**config.mk**
```make
export PLATFORM = sky130hd
export DESIGN_NAME = count_slot_scheduler
export DESIGN_NICKNAME = d
export VERILOG_FILES = /design/src/rtl/count_sched_pkg.sv /design/src/rtl/sat_counter.sv /design/src/rtl/count_slot_scheduler.sv
export SDC_FILE = /design/constraint.sdc
export NUM_CORES = 1
export LEC_CHECK = 0
export BUFFER_PORTS_ARGS = -buffer_cell sky130_fd_sc_hd__buf_2
export CORE_MARGIN = 2
export CORE_UTILIZATION = 57
export CTS_CLUSTER_DIAMETER = 60
export DETAILED_ROUTE_END_ITERATION = 8
export GPL_TIMING_DRIVEN = 0
export PLACE_DENSITY = 0.81
export REMOVE_ABC_BUFFERS = 1
export SLEW_MARGIN = 20
export SYNTH_ARGS = -nofsm -noshare
export SYNTH_HDL_FRONTEND = slang
export SYNTH_HIERARCHICAL = 1
export SYNTH_SLANG_ARGS = --single-unit
```
**constraint.sdc**
```tcl
create_clock -name clk -period 6.58 [get_ports clk]
set_input_delay 0.329 -clock clk [delete_from_list [all_inputs] [get_ports clk]]
set_output_delay 0.329 -clock clk [all_outputs]
set_load 0.005 [all_outputs]
```
**src/rtl/count_sched_pkg.sv**
```systemverilog
// Shared types, defaults and helpers for the count slot scheduler.
// Contents: sched_state_t FSM encoding, default parameter values,
// rr_pick (rotating-priority one-hot pick) and oh_index (one-hot to index).
package count_sched_pkg;

  typedef enum logic [1:0] {
    IDLE = 2'd0,
    RUN  = 2'd1,
    DONE = 2'd2
  } sched_state_t;

  localparam int unsigned DEF_NUM_REQ   = 4;
  localparam int unsigned DEF_MAX_COUNT = 3;
  localparam int unsigned MAX_REQ       = 8;
  localparam int unsigned IDX_W         = 3;

  // First set bit of req searching from ptr upward, wrapping at n.
  function automatic logic [MAX_REQ-1:0] rr_pick(input logic [MAX_REQ-1:0] req,
                                                 input logic [IDX_W-1:0]   ptr,
                                                 input int unsigned        n);
    logic [MAX_REQ-1:0] win;
    logic [IDX_W-1:0]   idx;
    logic               found;
    win   = '0;
    found = 1'b0;
    for (int unsigned i = 0; i < MAX_REQ; i++) begin
      idx = IDX_W'((32'(ptr) + i) % n);
      if ((i < n) && !found && req[idx]) begin
        win[idx] = 1'b1;
        found    = 1'b1;
      end
    end
    return win;
  endfunction

  // Index of the set bit in a one-hot vector (0 when empty).
  function automatic logic [IDX_W-1:0] oh_index(input logic [MAX_REQ-1:0] oh);
    logic [IDX_W-1:0] idx;
    idx = '0;
    for (int unsigned i = 0; i < MAX_REQ; i++) begin
      if (oh[i]) idx = IDX_W'(i);
    end
    return idx;
  endfunction

endpackage

```
**src/rtl/sat_counter.sv**
```systemverilog
// Saturating up-counter 0..MAX with synchronous clear.
// Ports: clk, resetn (async active-low), clear (to 0, has priority),
//        enable (+1, holds at MAX), count (registered value),
//        at_max (registered, high when count >= MAX).
module sat_counter #(
  parameter int unsigned MAX = 3
) (
  input  logic                         clk,
  input  logic                         resetn,
  input  logic                         clear,
  input  logic                         enable,
  output logic [$clog2(MAX+1)-1:0]     count,
  output logic                         at_max
);

  localparam int unsigned W = $clog2(MAX + 1);

  logic [W-1:0] count_d;

  // Next value: clear wins, otherwise saturating increment.
  always_comb begin
    count_d = count;
    if (clear) begin
      count_d = '0;
    end else if (enable) begin
      if (count >= W'(MAX)) count_d = W'(MAX);
      else                  count_d = count + W'(1);
    end
  end

  always_ff @(posedge clk or negedge resetn) begin
    if (!resetn) begin
      count  <= '0;
      at_max <= 1'b0;
    end else begin
      count  <= count_d;
      at_max <= (count_d >= W'(MAX));
    end
  end

endmodule

```
**src/rtl/count_slot_scheduler.sv**
```systemverilog
// Round-robin scheduler sharing one saturating counter among requesters.
// Each winner owns the counter for one slot (0..MAX_COUNT), then releases it.
// Ports: clk, resetn (async active-low), req_valid[NUM_REQ] (held until
//        req_ready), req_ready (one-hot accept pulse), grant (one-hot owner),
//        count (slot count), done (slot-end pulse), busy (RUN or DONE).
// Optional: define COUNT_SLOT_SCHED_ABORT_EN to add the abort input, which
//        ends a RUN slot early without a done pulse.
module count_slot_scheduler
  import count_sched_pkg::*;
#(
  parameter int unsigned NUM_REQ   = DEF_NUM_REQ,
  parameter int unsigned MAX_COUNT = DEF_MAX_COUNT
) (
  input  logic                               clk,
  input  logic                               resetn,
`ifdef COUNT_SLOT_SCHED_ABORT_EN
  input  logic                               abort,
`endif
  input  logic [NUM_REQ-1:0]                 req_valid,
  output logic [NUM_REQ-1:0]                 req_ready,
  output logic [NUM_REQ-1:0]                 grant,
  output logic [$clog2(MAX_COUNT+1)-1:0]     count,
  output logic                               done,
  output logic                               busy
);

  localparam int unsigned COUNT_W = $clog2(MAX_COUNT + 1);
  localparam int unsigned PTR_W   = $clog2(NUM_REQ);

  sched_state_t state, state_n;

  logic [PTR_W-1:0]   rr_ptr, rr_ptr_d;
  logic [PTR_W-1:0]   owner, owner_d;
  logic [PTR_W-1:0]   next_ptr_c;
  logic [NUM_REQ-1:0] pick_c;
  logic [NUM_REQ-1:0] grant_d, req_ready_d;
  logic               done_d;
  logic               cnt_clr, cnt_en, at_max;
  logic               terminal_c, abort_c;

`ifdef COUNT_SLOT_SCHED_ABORT_EN
  assign abort_c = abort;
`else
  assign abort_c = 1'b0;
`endif

  assign pick_c     = NUM_REQ'(rr_pick(MAX_REQ'(req_valid), IDX_W'(rr_ptr), NUM_REQ));
  // at_max covers any out-of-range count so the slot always terminates.
  assign terminal_c = (count == COUNT_W'(MAX_COUNT - 1)) || at_max;
  assign next_ptr_c = (owner == PTR_W'(NUM_REQ - 1)) ? '0 : owner + PTR_W'(1);

  sat_counter #(.MAX(MAX_COUNT)) u_cnt (
    .clk    (clk),
    .resetn (resetn),
    .clear  (cnt_clr),
    .enable (cnt_en),
    .count  (count),
    .at_max (at_max)
  );

  // State register.
  always_ff @(posedge clk or negedge resetn) begin
    if (!resetn) state <= IDLE;
    else         state <= state_n;
  end

  // Next-state logic.
  always_comb begin
    state_n = state;
    unique case (state)
      IDLE: if (|req_valid) state_n = RUN;
      RUN: begin
        if (abort_c)         state_n = IDLE;
        else if (terminal_c) state_n = DONE;
      end
      DONE:    state_n = IDLE;
      default: state_n = IDLE;
    endcase
  end

  // Output / datapath control (next values of the registered outputs).
  always_comb begin
    grant_d     = grant;
    req_ready_d = '0;
    done_d      = 1'b0;
    rr_ptr_d    = rr_ptr;
    owner_d     = owner;
    cnt_clr     = 1'b0;
    cnt_en      = 1'b0;
    unique case (state)
      IDLE: begin
        grant_d = '0;
        cnt_clr = 1'b1;
        if (|req_valid) begin
          grant_d     = pick_c;
          req_ready_d = pick_c;
          owner_d     = PTR_W'(oh_index(MAX_REQ'(pick_c)));
        end
      end
      RUN: begin
        if (abort_c) begin
          grant_d  = '0;
          cnt_clr  = 1'b1;
          rr_ptr_d = next_ptr_c;
        end else begin
          cnt_en = 1'b1;
          done_d = terminal_c;
        end
      end
      DONE: begin
        grant_d  = '0;
        cnt_clr  = 1'b1;
        rr_ptr_d = next_ptr_c;
      end
      default: begin
        grant_d = '0;
        cnt_clr = 1'b1;
      end
    endcase
  end

  always_ff @(posedge clk or negedge resetn) begin
    if (!resetn) begin
      grant     <= '0;
      req_ready <= '0;
      done      <= 1'b0;
      busy      <= 1'b0;
      rr_ptr    <= '0;
      owner     <= '0;
    end else begin
      grant     <= grant_d;
      req_ready <= req_ready_d;
      done      <= done_d;
      busy      <= (state_n != IDLE);
      rr_ptr    <= rr_ptr_d;
      owner     <= owner_d;
    end
  end

endmodule

```
# ---- Word level (Yosys, flattened, before mapping)
# Cells that the tools add are included.
dict set report classes {
  bitwise 3
  magnitude_cmp 10
  n_eq_ne 4
  add_sub_neg 5
  muxes 38
  n_reduce_logical 15
}
# cell count
set ops {}
lappend ops {{$mux W4} 6}
lappend ops {{$lt A2 B4 Y1 const B} 4}
lappend ops {{$mux W2} 8}
lappend ops {{$mux W1} 14}
lappend ops {{$or A4 B4 Y4} 3}
lappend ops {{$bmux W1 S2} 4}
lappend ops {{$demux W1 S2} 4}
lappend ops {{$ge A2 B1 Y1 const B} 4}
lappend ops {{$pmux W4 S2} 1}
lappend ops {{$logic_and A1 B1 Y1} 7}
lappend ops {{$add A2 B1 Y2 const B} 3}
lappend ops {{$eq A2 B2 Y1 const B} 3}
lappend ops {{$add A2 B2 Y2 const B} 2}
lappend ops {{$ge A2 B2 Y1 const B} 2}
lappend ops {{$pmux W2 S2} 1}
lappend ops {{$reduce_or A4 Y1} 1}
lappend ops {{$logic_not A1 Y1} 3}
lappend ops {{$eq A2 B1 Y1 const B} 1}
lappend ops {{$logic_not A2 Y1} 1}
lappend ops {{$reduce_and A2 Y1} 1}
lappend ops {{$reduce_bool A2 Y1} 1}
lappend ops {{$logic_or A1 B1 Y1} 1}
dict set report totals {
  input_bits 6
  output_inout_bits 12
  wordCells 84
  ff_bits 19
}

# ---- Longest topological paths before layout
# Gate-level depths: netlist of run 1.
dict set report logic_depth {
  word_depth 15
  depth_mapped 8
  mapped_depth_nobuf 7
}

# ---- Modules after synthesis
# Netlist of run 1, hierarchy kept.
# mod n_inst cells_per_inst seq_area_each_um2 area_per_inst_um2
set by_module_without_submodules {}
lappend by_module_without_submodules {count_slot_scheduler 1 84 400.4 908.4}
lappend by_module_without_submodules {sat_counter 1 9 75.1 105.1}

# ---- Worst setup path before layout of run 1
# No wires, ideal clock.
dict set report synth_timing {
  path_type {register to register}
  start {register rr_ptr[0]}
  end {register owner[0]}
  arrival_time_ns 2.215
  setup_ns 0.082
  path_buffers 1
  setup_slack_ns 4.283
  t_required_ns 6.498
  stages_incl_launch_ff 9
  period_less_slack_ns 2.297
  cell_sequence {dfrtp_1 buf_6 inv_1 ha_1 mux4_2 nor4b_4 and2_1 o211ai_1 a31oi_1}
}
dict set report synth_via {
  elab_chain_cells 15
  elab_cells_between_ends 50
  classes_between {add/sub: 3; order compare: 8; mux: 26; bitwise: 3; reduce/logical: 10}
}
# item line
set synth_rtl {}
lappend synth_rtl {{from (decl)} count_slot_scheduler.sv:32} ;# logic [PTR_W-1:0] rr_ptr, rr_ptr_d;
lappend synth_rtl {{from (signal assigned)} count_slot_scheduler.sv:135} ;# rr_ptr <= rr_ptr_d;
lappend synth_rtl {{branches (longest 11 deep; another with $lt A2 B4 Y1)} n/a}
lappend synth_rtl {{$mux W4 *} count_sched_pkg.sv:28} ;# if ((i < n) && !found && req[idx]) begin
lappend synth_rtl {{$mux W1} count_sched_pkg.sv:41} ;# if (oh[i]) idx = IDX_W'(i);
lappend synth_rtl {{$mux W2} count_sched_pkg.sv:41}
lappend synth_rtl {{$mux W2 *} count_sched_pkg.sv:41}
lappend synth_rtl {{to (signal assigned)} count_slot_scheduler.sv:136} ;# owner <= owner_d;
lappend synth_rtl {{to (decl)} count_slot_scheduler.sv:33} ;# logic [PTR_W-1:0] owner, owner_d;
# Mark *: on every way between the ends. The select of a mux whose other input is x is not followed.
# A chain may end at the register's enable or synchronous reset.

# ---- Worst setup path after layout of run 1
# Same ends and word-level chain as after synthesis.

==> results of run 1 <==
-- stage by stage --
stage	instances	instance area (µm²)
after CTS	138	1150
after global placement	133	1110
after global routing	138	1150
after detailed placement	133	1110
after floorplan	91	998
final	138	1150
-- cell families after synthesis --
| kind of cell | count (synthesis) | share of synthesized area, % |
|---|---|---|
| simple gates | 32 | 16.5 |
| compound gates | 22 | 14.2 |
| fa+ha+maj | 7 | 8.64 |
| mux | 5 | 10.0 |
| buf+inv | 8 | 3.70 |
| flops | 19 | 46.9 |
-- final cells by class --
| class | count | share of cell area (%) |
|---|---|---|
| repair buffers | 18 | 8.23 |
| inverters | 6 | 1.95 |
| well taps | 25 | 2.71 |
| clock buffers | 3 | 1.95 |
| multi-input cells | 66 | 43.3 |
| flip-flops and latches | 19 | 41.2 |
| clock inverters | 1 | 0.650 |
-- critical path, stage by stage (launching register included) --
cell and delay, ns:
sky130_fd_sc_hd__dfrtp_1 0.58, sky130_fd_sc_hd__inv_1 0.14, sky130_fd_sc_hd__ha_1 0.35, sky130_fd_sc_hd__mux4_2 0.61, sky130_fd_sc_hd__nand2_1 0.11, sky130_fd_sc_hd__o21ai_0 0.07, sky130_fd_sc_hd__a221oi_1 0.48, sky130_fd_sc_hd__a31oi_1 0.16
-- power groups by stage --
| stage | combinational (W) | clock, W | sequential (W) |
|---|---|---|---|
| 2_1_floorplan | 0.000164 | 0 | 0.000165 |
| 3_3_place_gp | 0.000204 | 0 | 0.000167 |
| 3_5_place_dp | 0.000211 | 0 | 0.000170 |
| 4_1_cts | 0.000212 | 0.0000646 | 0.000168 |
| 5_1_grt | 0.000236 | 0.0000671 | 0.000172 |
| 6_report | 0.000212 | 0.0000621 | 0.000167 |
-- final timing paths --
check / endpoint / slack [ns] / cells past startpoint
setup / recovery: owner[0] / 3.94 / 7
hold / removal: busy / 0.36 / 3
setup reg to reg: owner[0] / 3.94 / 7
hold reg to reg: grant[1] / 0.50 / 2
max in group asynchronous: grant[1] / 5.85 / 2
min in group asynchronous: busy / 0.46 / 2
-- layer usage --
metal	wire length, µm	part of all wire, %
met1	788	42
met2	969	52
met3	69	3.7
met4	37	2.0
met5	0	0
-- state kept, by name, indices dropped and copies added, names as in the netlist --
name	cells
u_cnt/at_max	1
busy	1
rr_ptr	2
owner	2
grant	4
u_cnt/count	2
done	1
req_ready	4
state	2
-- cell usage after synthesis --
library cell / count
sky130_fd_sc_hd__o21ai_1: 1
sky130_fd_sc_hd__o31ai_1: 1
sky130_fd_sc_hd__dfrtp_1: 19
sky130_fd_sc_hd__and2_1: 2
sky130_fd_sc_hd__buf_6: 1
sky130_fd_sc_hd__o21ai_0: 3
sky130_fd_sc_hd__mux2_2: 1
sky130_fd_sc_hd__nor2b_1: 2
sky130_fd_sc_hd__nor4b_4: 1
sky130_fd_sc_hd__o21bai_1: 1
sky130_fd_sc_hd__clkbuf_1: 1
sky130_fd_sc_hd__nand2b_1: 1
sky130_fd_sc_hd__o2bb2ai_1: 1
sky130_fd_sc_hd__o41ai_1: 1
sky130_fd_sc_hd__mux4_2: 4
sky130_fd_sc_hd__inv_1: 6
sky130_fd_sc_hd__a22oi_1: 1
sky130_fd_sc_hd__nand2_1: 12
sky130_fd_sc_hd__a21oi_1: 5
sky130_fd_sc_hd__ha_1: 7
sky130_fd_sc_hd__o211ai_1: 1
sky130_fd_sc_hd__nor2_1: 11
sky130_fd_sc_hd__a21o_1: 2
sky130_fd_sc_hd__a31oi_1: 3
sky130_fd_sc_hd__a2bb2oi_1: 1
sky130_fd_sc_hd__or2_2: 1
sky130_fd_sc_hd__nand3b_1: 1
sky130_fd_sc_hd__nor3b_2: 1
sky130_fd_sc_hd__a221oi_1: 1
-- repair_timing --
item / CTS / global route
hold buffers: 1 / 0
endpoints found under the hold margin: 19 / 0
setup endpoints to repair: 0 / 0
==> run summary, run 1 <==
The flow ran to the end, and the final reports show no timing, DRC or antenna violations. Yosys attributes the largest share of cell area to sky130_fd_sc_hd__dfrtp_1, sky130_fd_sc_hd__mux4_2, sky130_fd_sc_hd__ha_1, sky130_fd_sc_hd__nand2_1, sky130_fd_sc_hd__nor2_1. Of the cells placed in the final design, the portion with a size suffix greater than 1 is 25.7%.

The wire-length estimate of the detail-placed layout is 1450 µm. The tools report the number of rows in the core area as 15. The fraction of power spent switching nets works out to 40.0%. The area added between synthesis and finish is 14.0%, and the core area is 1710 µm². The die is 46.2 µm tall. The number of H-tree levels was 1; the maximum fanout along the worst path was 9. At the pin with the least slew margin, the transition time is 0.564 ns. The initial utilization of the core area, before any placement, comes to 59.3%. After detailed routing, the average wire length per cell comes to 13.5 µm.

The library cell used most frequently in the layout, excluding fill and tap cells, is sky130_fd_sc_hd__dfrtp_1. Counting the fill cells in the layout gives 143. Counting every sink on the clock net gives 19. The power share of the sequential group came out at 37.9%. The total power of the final layout was 0.000442 W.

Cell internal power was estimated by the tool at 0.000265 W. The final count of negative-setup-slack endpoints came out at 0. Counting flops and latches in the post-synthesis netlist gives 19. Counting along the longest clock path gives a buffer depth of 2. The pin count of the biggest net entering global routing is 20, and the floorplan die area is 2130 µm².

Timing analysis after detailed placement gives a worst setup slack of 3.95 ns. The tools report the beginning of the worst register-to-register path as rr_ptr[0]. TritonCTS built the clock tree. The biggest area contributor in the post-synthesis netlist is sky130_fd_sc_hd__dfrtp_1. Horizontal extent of the die: 46.2 µm.

Derived from the worst setup path, the maximum achievable clock frequency is 379 MHz. Buffers inserted during clock tree synthesis total 3. The worst-case IR drop observed on VDD is 0.000251 V. The remaining antenna violation count after routing is 0. The combinational cell fraction of total power is 48.0%, and the required time at the endpoint of the critical path is 6.76 ns. Global routing consumed, on the met3 layer, 3.14% of the routing resources. The cell sitting at the root of the clock tree is a sky130_fd_sc_hd__clkbuf_4.

The portion of total power attributed to the clock network was 14.1%; the net load switching power was 0.000177 W. After layout, the worst setup slack is 3.94 ns. The first global-routing pass estimated 3100 µm of wire. The tightest min-delay check is of the input port to register type.

Global routing consumed, on the met2 layer, 36.4% of the routing resources. The data arrival time of the worst path was 2.81 ns. The busiest metal layer after global routing was met2.

Net count of the finished layout: 127. The via count of the first global-routing pass came out at 756. STA classifies the critical path endpoint as a register. The tools report the clock skew after layout as 0.00156 ns. The routed design could run at a clock period as short as 2.64 ns.

Using the TritonRoute via totals, the vias-per-cell ratio works out to 5.32. The final core utilization was 67.6%; the cell area power density was 382 nW/µm². The final count of hold timing violations was 0.

Setup repair after global routing left no endpoint under its margin. The mapped netlist covers 1010 µm². The top cell types in the final layout, fill and taps aside, are sky130_fd_sc_hd__dfrtp_1, sky130_fd_sc_hd__buf_2, sky130_fd_sc_hd__nand2_1, sky130_fd_sc_hd__nor2_1, sky130_fd_sc_hd__ha_1. The tools report the start point of the worst hold path as req_valid[3]. After synthesis, the largest area contributor takes up 46.9% of total cell area.

The logs give 0 for the count of buffers added by post-CTS timing repair for setup and 20.7% for the overall fraction of global-route tracks in use. The count of final max-slew check failures is 0, and the clock insertion delay at the later pin of the skew report is 0.31 ns. The routed layout has 734 vias. For this design the static power due to leakage is 0.568 nW.

For the combined flip-flop and latch cell area, the log shows 475 µm². The first TritonRoute pass finished after 4 iterations. The detailed router finished its first iteration with 14 violations.

The tools report the sequential fraction of the synthesis area as 46.9%. After detailed routing, the number of remaining DRC violations is 0. Dividing the final minimum period by the clock period gives 40.1%. The post-synthesis average cell area was 10.9 µm²; the initial antenna violation count was 0.

The relative slew slack is 62.4%. Global routing used 24.4% of the available met1 tracks. 0 antenna diodes ended up in the layout. The total overflow reported by the global router is 0, and the setup TNS is 0 ns. 18 I/O pins were placed. The number of different library cells used by synthesis comes to 29. The smallest hold slack is 0.358 ns. The final layout contains routed wiring with a total length of 1860 µm.

The critical path starts at rr_ptr[0]. Type of the worst setup path: register to register. Input and output buffers added on the ports amount to 17. The logs give 500 µm² for the multi-input gate area in the final layout and 0 for the number of cells upsized or downsized after cts. Clock-pin slew was measured on the worst setup and hold paths at 0.11 ns. The tools report the max-capacitance violation count as 0.

The cell count after synthesis came out at 93. STA classifies the critical path startpoint as a register. The last weighted congestion value of the routability-driven placer was 0.791; the total number of yosys warnings was 6.
No activity file was read; power rests on OpenSTA's default activity.
==> inputs of run 2 (changes only) <==
Settings changed: CORE_UTILIZATION 57 to 53, PLACE_DENSITY 0.81 to 0.76.
Clock period 6.58 ns to 2.7 ns, I/O delays scaled along.
==> run summary, run 2 (synthesis gave the netlist of run 1 again) <==
Counting the buffers created by CTS gives 3. Clock insertion delay at the later pin of the skew report: 0.30 ns. Last weighted congestion value of the routability-driven placer: 0.829. The startpoint identified for the worst hold timing path is req_valid[3]. After filler insertion, the fill cell instance count of the layout stands at 156.

Setup repair after global routing left no endpoint under its margin. At the pin with the least slew margin, the transition time is 0.532 ns. The kind of start point of the critical path is a register. In this run the static leakage power is 0.571 nW.

The met3 capacity usage during global routing is 6.79%. The via count of the first global-routing pass came out at 686. The depth of the worst hold-timing path is 3, and the required time at the endpoint of the critical path is 2.93 ns.

Measured along the y axis, the die boundary spans 47.7 µm. The critical path runs through a total of 7 cells. For this configuration, the core starts out at a cell density of 57.4%. Broken down by cell family, the worst path's largest delay share belongs to multiplexers. The horizontal extent of the die was 47.7 µm; the data arrival time of the worst path was 2.74 ns.

The endpoint of the most critical register-to-register path was owner[0]. The overall routed net length is 1890 µm, and the ratio of final minimum period to clock period is 93.1%. The sequential cells in the finished layout cover a total of 477 µm².

After detailed routing, the number of vias per cell comes to 5.56. In this run the worst path has a maximum fanout of 8. The path with the worst hold slack has its endpoint at busy. The tool flagged a number of max-cap violations equal to 0. The tools report the kind of capture point of the worst setup path as a register. After routing, the total negative slack on setup checks comes to 0 ns.

18 I/O pins were placed. The tree built by TritonCTS fans out to 19 sinks. The slowest stage of the critical path belongs to the cell sky130_fd_sc_hd__mux4_2.

Clock skew on the completed layout was measured at 0.00162 ns. The detailed-placement wirelength estimate is 1450 µm. In the layout the commonest cells are sky130_fd_sc_hd__dfrtp_1, sky130_fd_sc_hd__buf_2, sky130_fd_sc_hd__nand2_1, sky130_fd_sc_hd__nor2_1, sky130_fd_sc_hd__ha_1.

The run gives 32.3% as the met2 usage in global routing. Remaining antenna violation count after routing: 0. The number of cells on the worst reg-to-reg path is 7.

The area added between synthesis and finish was 14.3%. Traced cell by cell, the critical path runs through inv_1 -> ha_1 -> mux4_2 -> nor4b_4 -> and2_1 -> o211ai_1 -> a31oi_1. The longest clock path from root to sink contains 2 buffers. Summed over all layers, the global routing overflow is 0. Dividing the detail-routed wire length by the instance count gives 13.7 µm. Cells with a size suffix above 1 make up 26.5% of the layout. In this run the tool buffered the top-level ports with 17 buffer cells. The pin count of the biggest net entering global routing is 20, and the cell area power density is 936 nW/µm². The library cell used most frequently in the layout, excluding fill and tap cells, is sky130_fd_sc_hd__dfrtp_1. In the final layout, the multi-input gates occupy 507 µm². The run gives 0 as the count of final max-slew check failures.

The run gives 20.3% as the overall fraction of global-route tracks in use. Setup violations remaining at the end of the flow were counted as 0. The type of the worst setup path is register to register. After clock tree synthesis, the clock-pin slew on the worst setup and hold paths is 0.10 ns. The root buffer cell chosen for the clock tree is sky130_fd_sc_hd__clkbuf_4.

Once layout is done, the placed cells without fillers occupy 1160 µm². The run gives 0.000611 V as the worst voltage drop across the vdd grid. For this run, design rule violations remaining after detail routing come to 0. The first global-routing pass estimated 3020 µm of wire.

The number of optimization iterations in the first detailed-route pass came out at 4. Post-CTS timing repair inserted 0 buffers for setup. TritonCTS built the clock tree. In the final design database the tool counted 127 nets. For the relative slew slack, the log shows 64.1%. Across all layers, the routed design uses 767 vias. The first routing iteration left 11 violations. Setup slack on the worst reg-to-reg path comes out at 0.19 ns.

Row generation in the floorplan step produced 15 rows. The worst stage delay on the critical path is 0.61 ns. The largest registers in the layout are grant: 4 flops, req_ready: 4 flops. 0 antenna diodes ended up in the layout. The number of buffer and inverter instances along the worst setup path is 1. The tightest min-delay check is of the input port to register type.

Beginning of the worst register-to-register path: rr_ptr[1]. The run finished with clean final reports. The core area was 1760 µm².

Once placement finished, the instance area stood at 1110 µm². For the finished layout, the period the worst path requires is 2.51 ns. Global routing consumed, on the met1 layer, 24.0% of the routing resources. Initial antenna violation count: 0. The tools report the number of H-tree levels as 1.

The floorplan step defined a die boundary enclosing 2280 µm². For this run, the top clock speed supported by timing is 398 MHz. met2 is the most crowded layer. The run gives 0 as the final count of hold timing violations.
run 2: changes by cell type in the layout (fill, tap and decap cells not counted), sizes merged:
| cell | previous run | this run |
|---|---|---|
| clkinvlp | 1 | 0 |
| clkbuf | 3 | 4 |
run 2: stage by stage:
stage	setup WS (ns)	cells	util (%)	hold slack [ns]	power [W]
CTS	0.0355	138	65.6	0.190	0.00109
detailed placement	0.00791	133	63.2	0.0928	0.000932
floorplan	0.340	91	-	-0.161	0.000801
finish	0.187	138	65.7	0.192	0.00108
global route	0.0333	138	65.7	0.217	0.00118
global placement	0.108	133	63.2	0.0814	0.000910
run 2: worst register-to-register path: cells and delay by family, from the launching register on:
| family | cells | cell delay (ns) |
|---|---|---|
| flip-flops | 1 | 0.52 |
| adder cells (fa/ha/maj) | 1 | 0.34 |
| AO/OA/AOI/OAI | 2 | 0.29 |
| AND/OR/NAND/NOR | 2 | 0.57 |
| buffers and inverters | 1 | 0.11 |
| multiplexers | 1 | 0.61 |
run 2: repair_timing:
action / 4_1_cts / 5_1_grt
endpoints found under the hold margin: 19 / 0
hold buffers: 1 / 0
gates resized for setup: 1 / 1
endpoints found under the setup margin: 1 / 5
run 2: cell type report:
| type | count | share of cell area (%) |
|---|---|---|
| clock buffers | 4 | 2.27 |
| multi-input cells | 66 | 43.7 |
| well taps | 25 | 2.70 |
| inverters | 6 | 1.94 |
| repair buffers | 18 | 8.21 |
| flip-flops and latches | 19 | 41.1 |
run 2: how the worst max path moves through the flow:
stage / from / endpoint / slack [ns]
floorplan: rr_ptr[0] / owner[0] / 0.34
global placement: rr_ptr[0] / owner[0] / 0.11
detailed placement: rr_ptr[0] / owner[0] / 0.008
CTS: rr_ptr[0] / owner[0] / 0.04
global route: rr_ptr[0] / owner[0] / 0.03
finish: rr_ptr[1] / owner[0] / 0.19
run 2: metal layers:
| metal | vias to the layer above | wire length (µm) |
|---|---|---|
| li1 | 368 | - |
| met1 | 366 | 785 |
| met2 | 28 | 939 |
| met4 | 0 | 37 |
| met5 | - | 0 |
| met3 | 5 | 126 |
run 2: where the power goes:
group | internal, W | leakage, nW | switching, W
Clock | 0.0000577 | 0.0150 | 0.0000845
Combinational | 0.000257 | 0.334 | 0.000274
Sequential | 0.000340 | 0.223 | 0.0000715
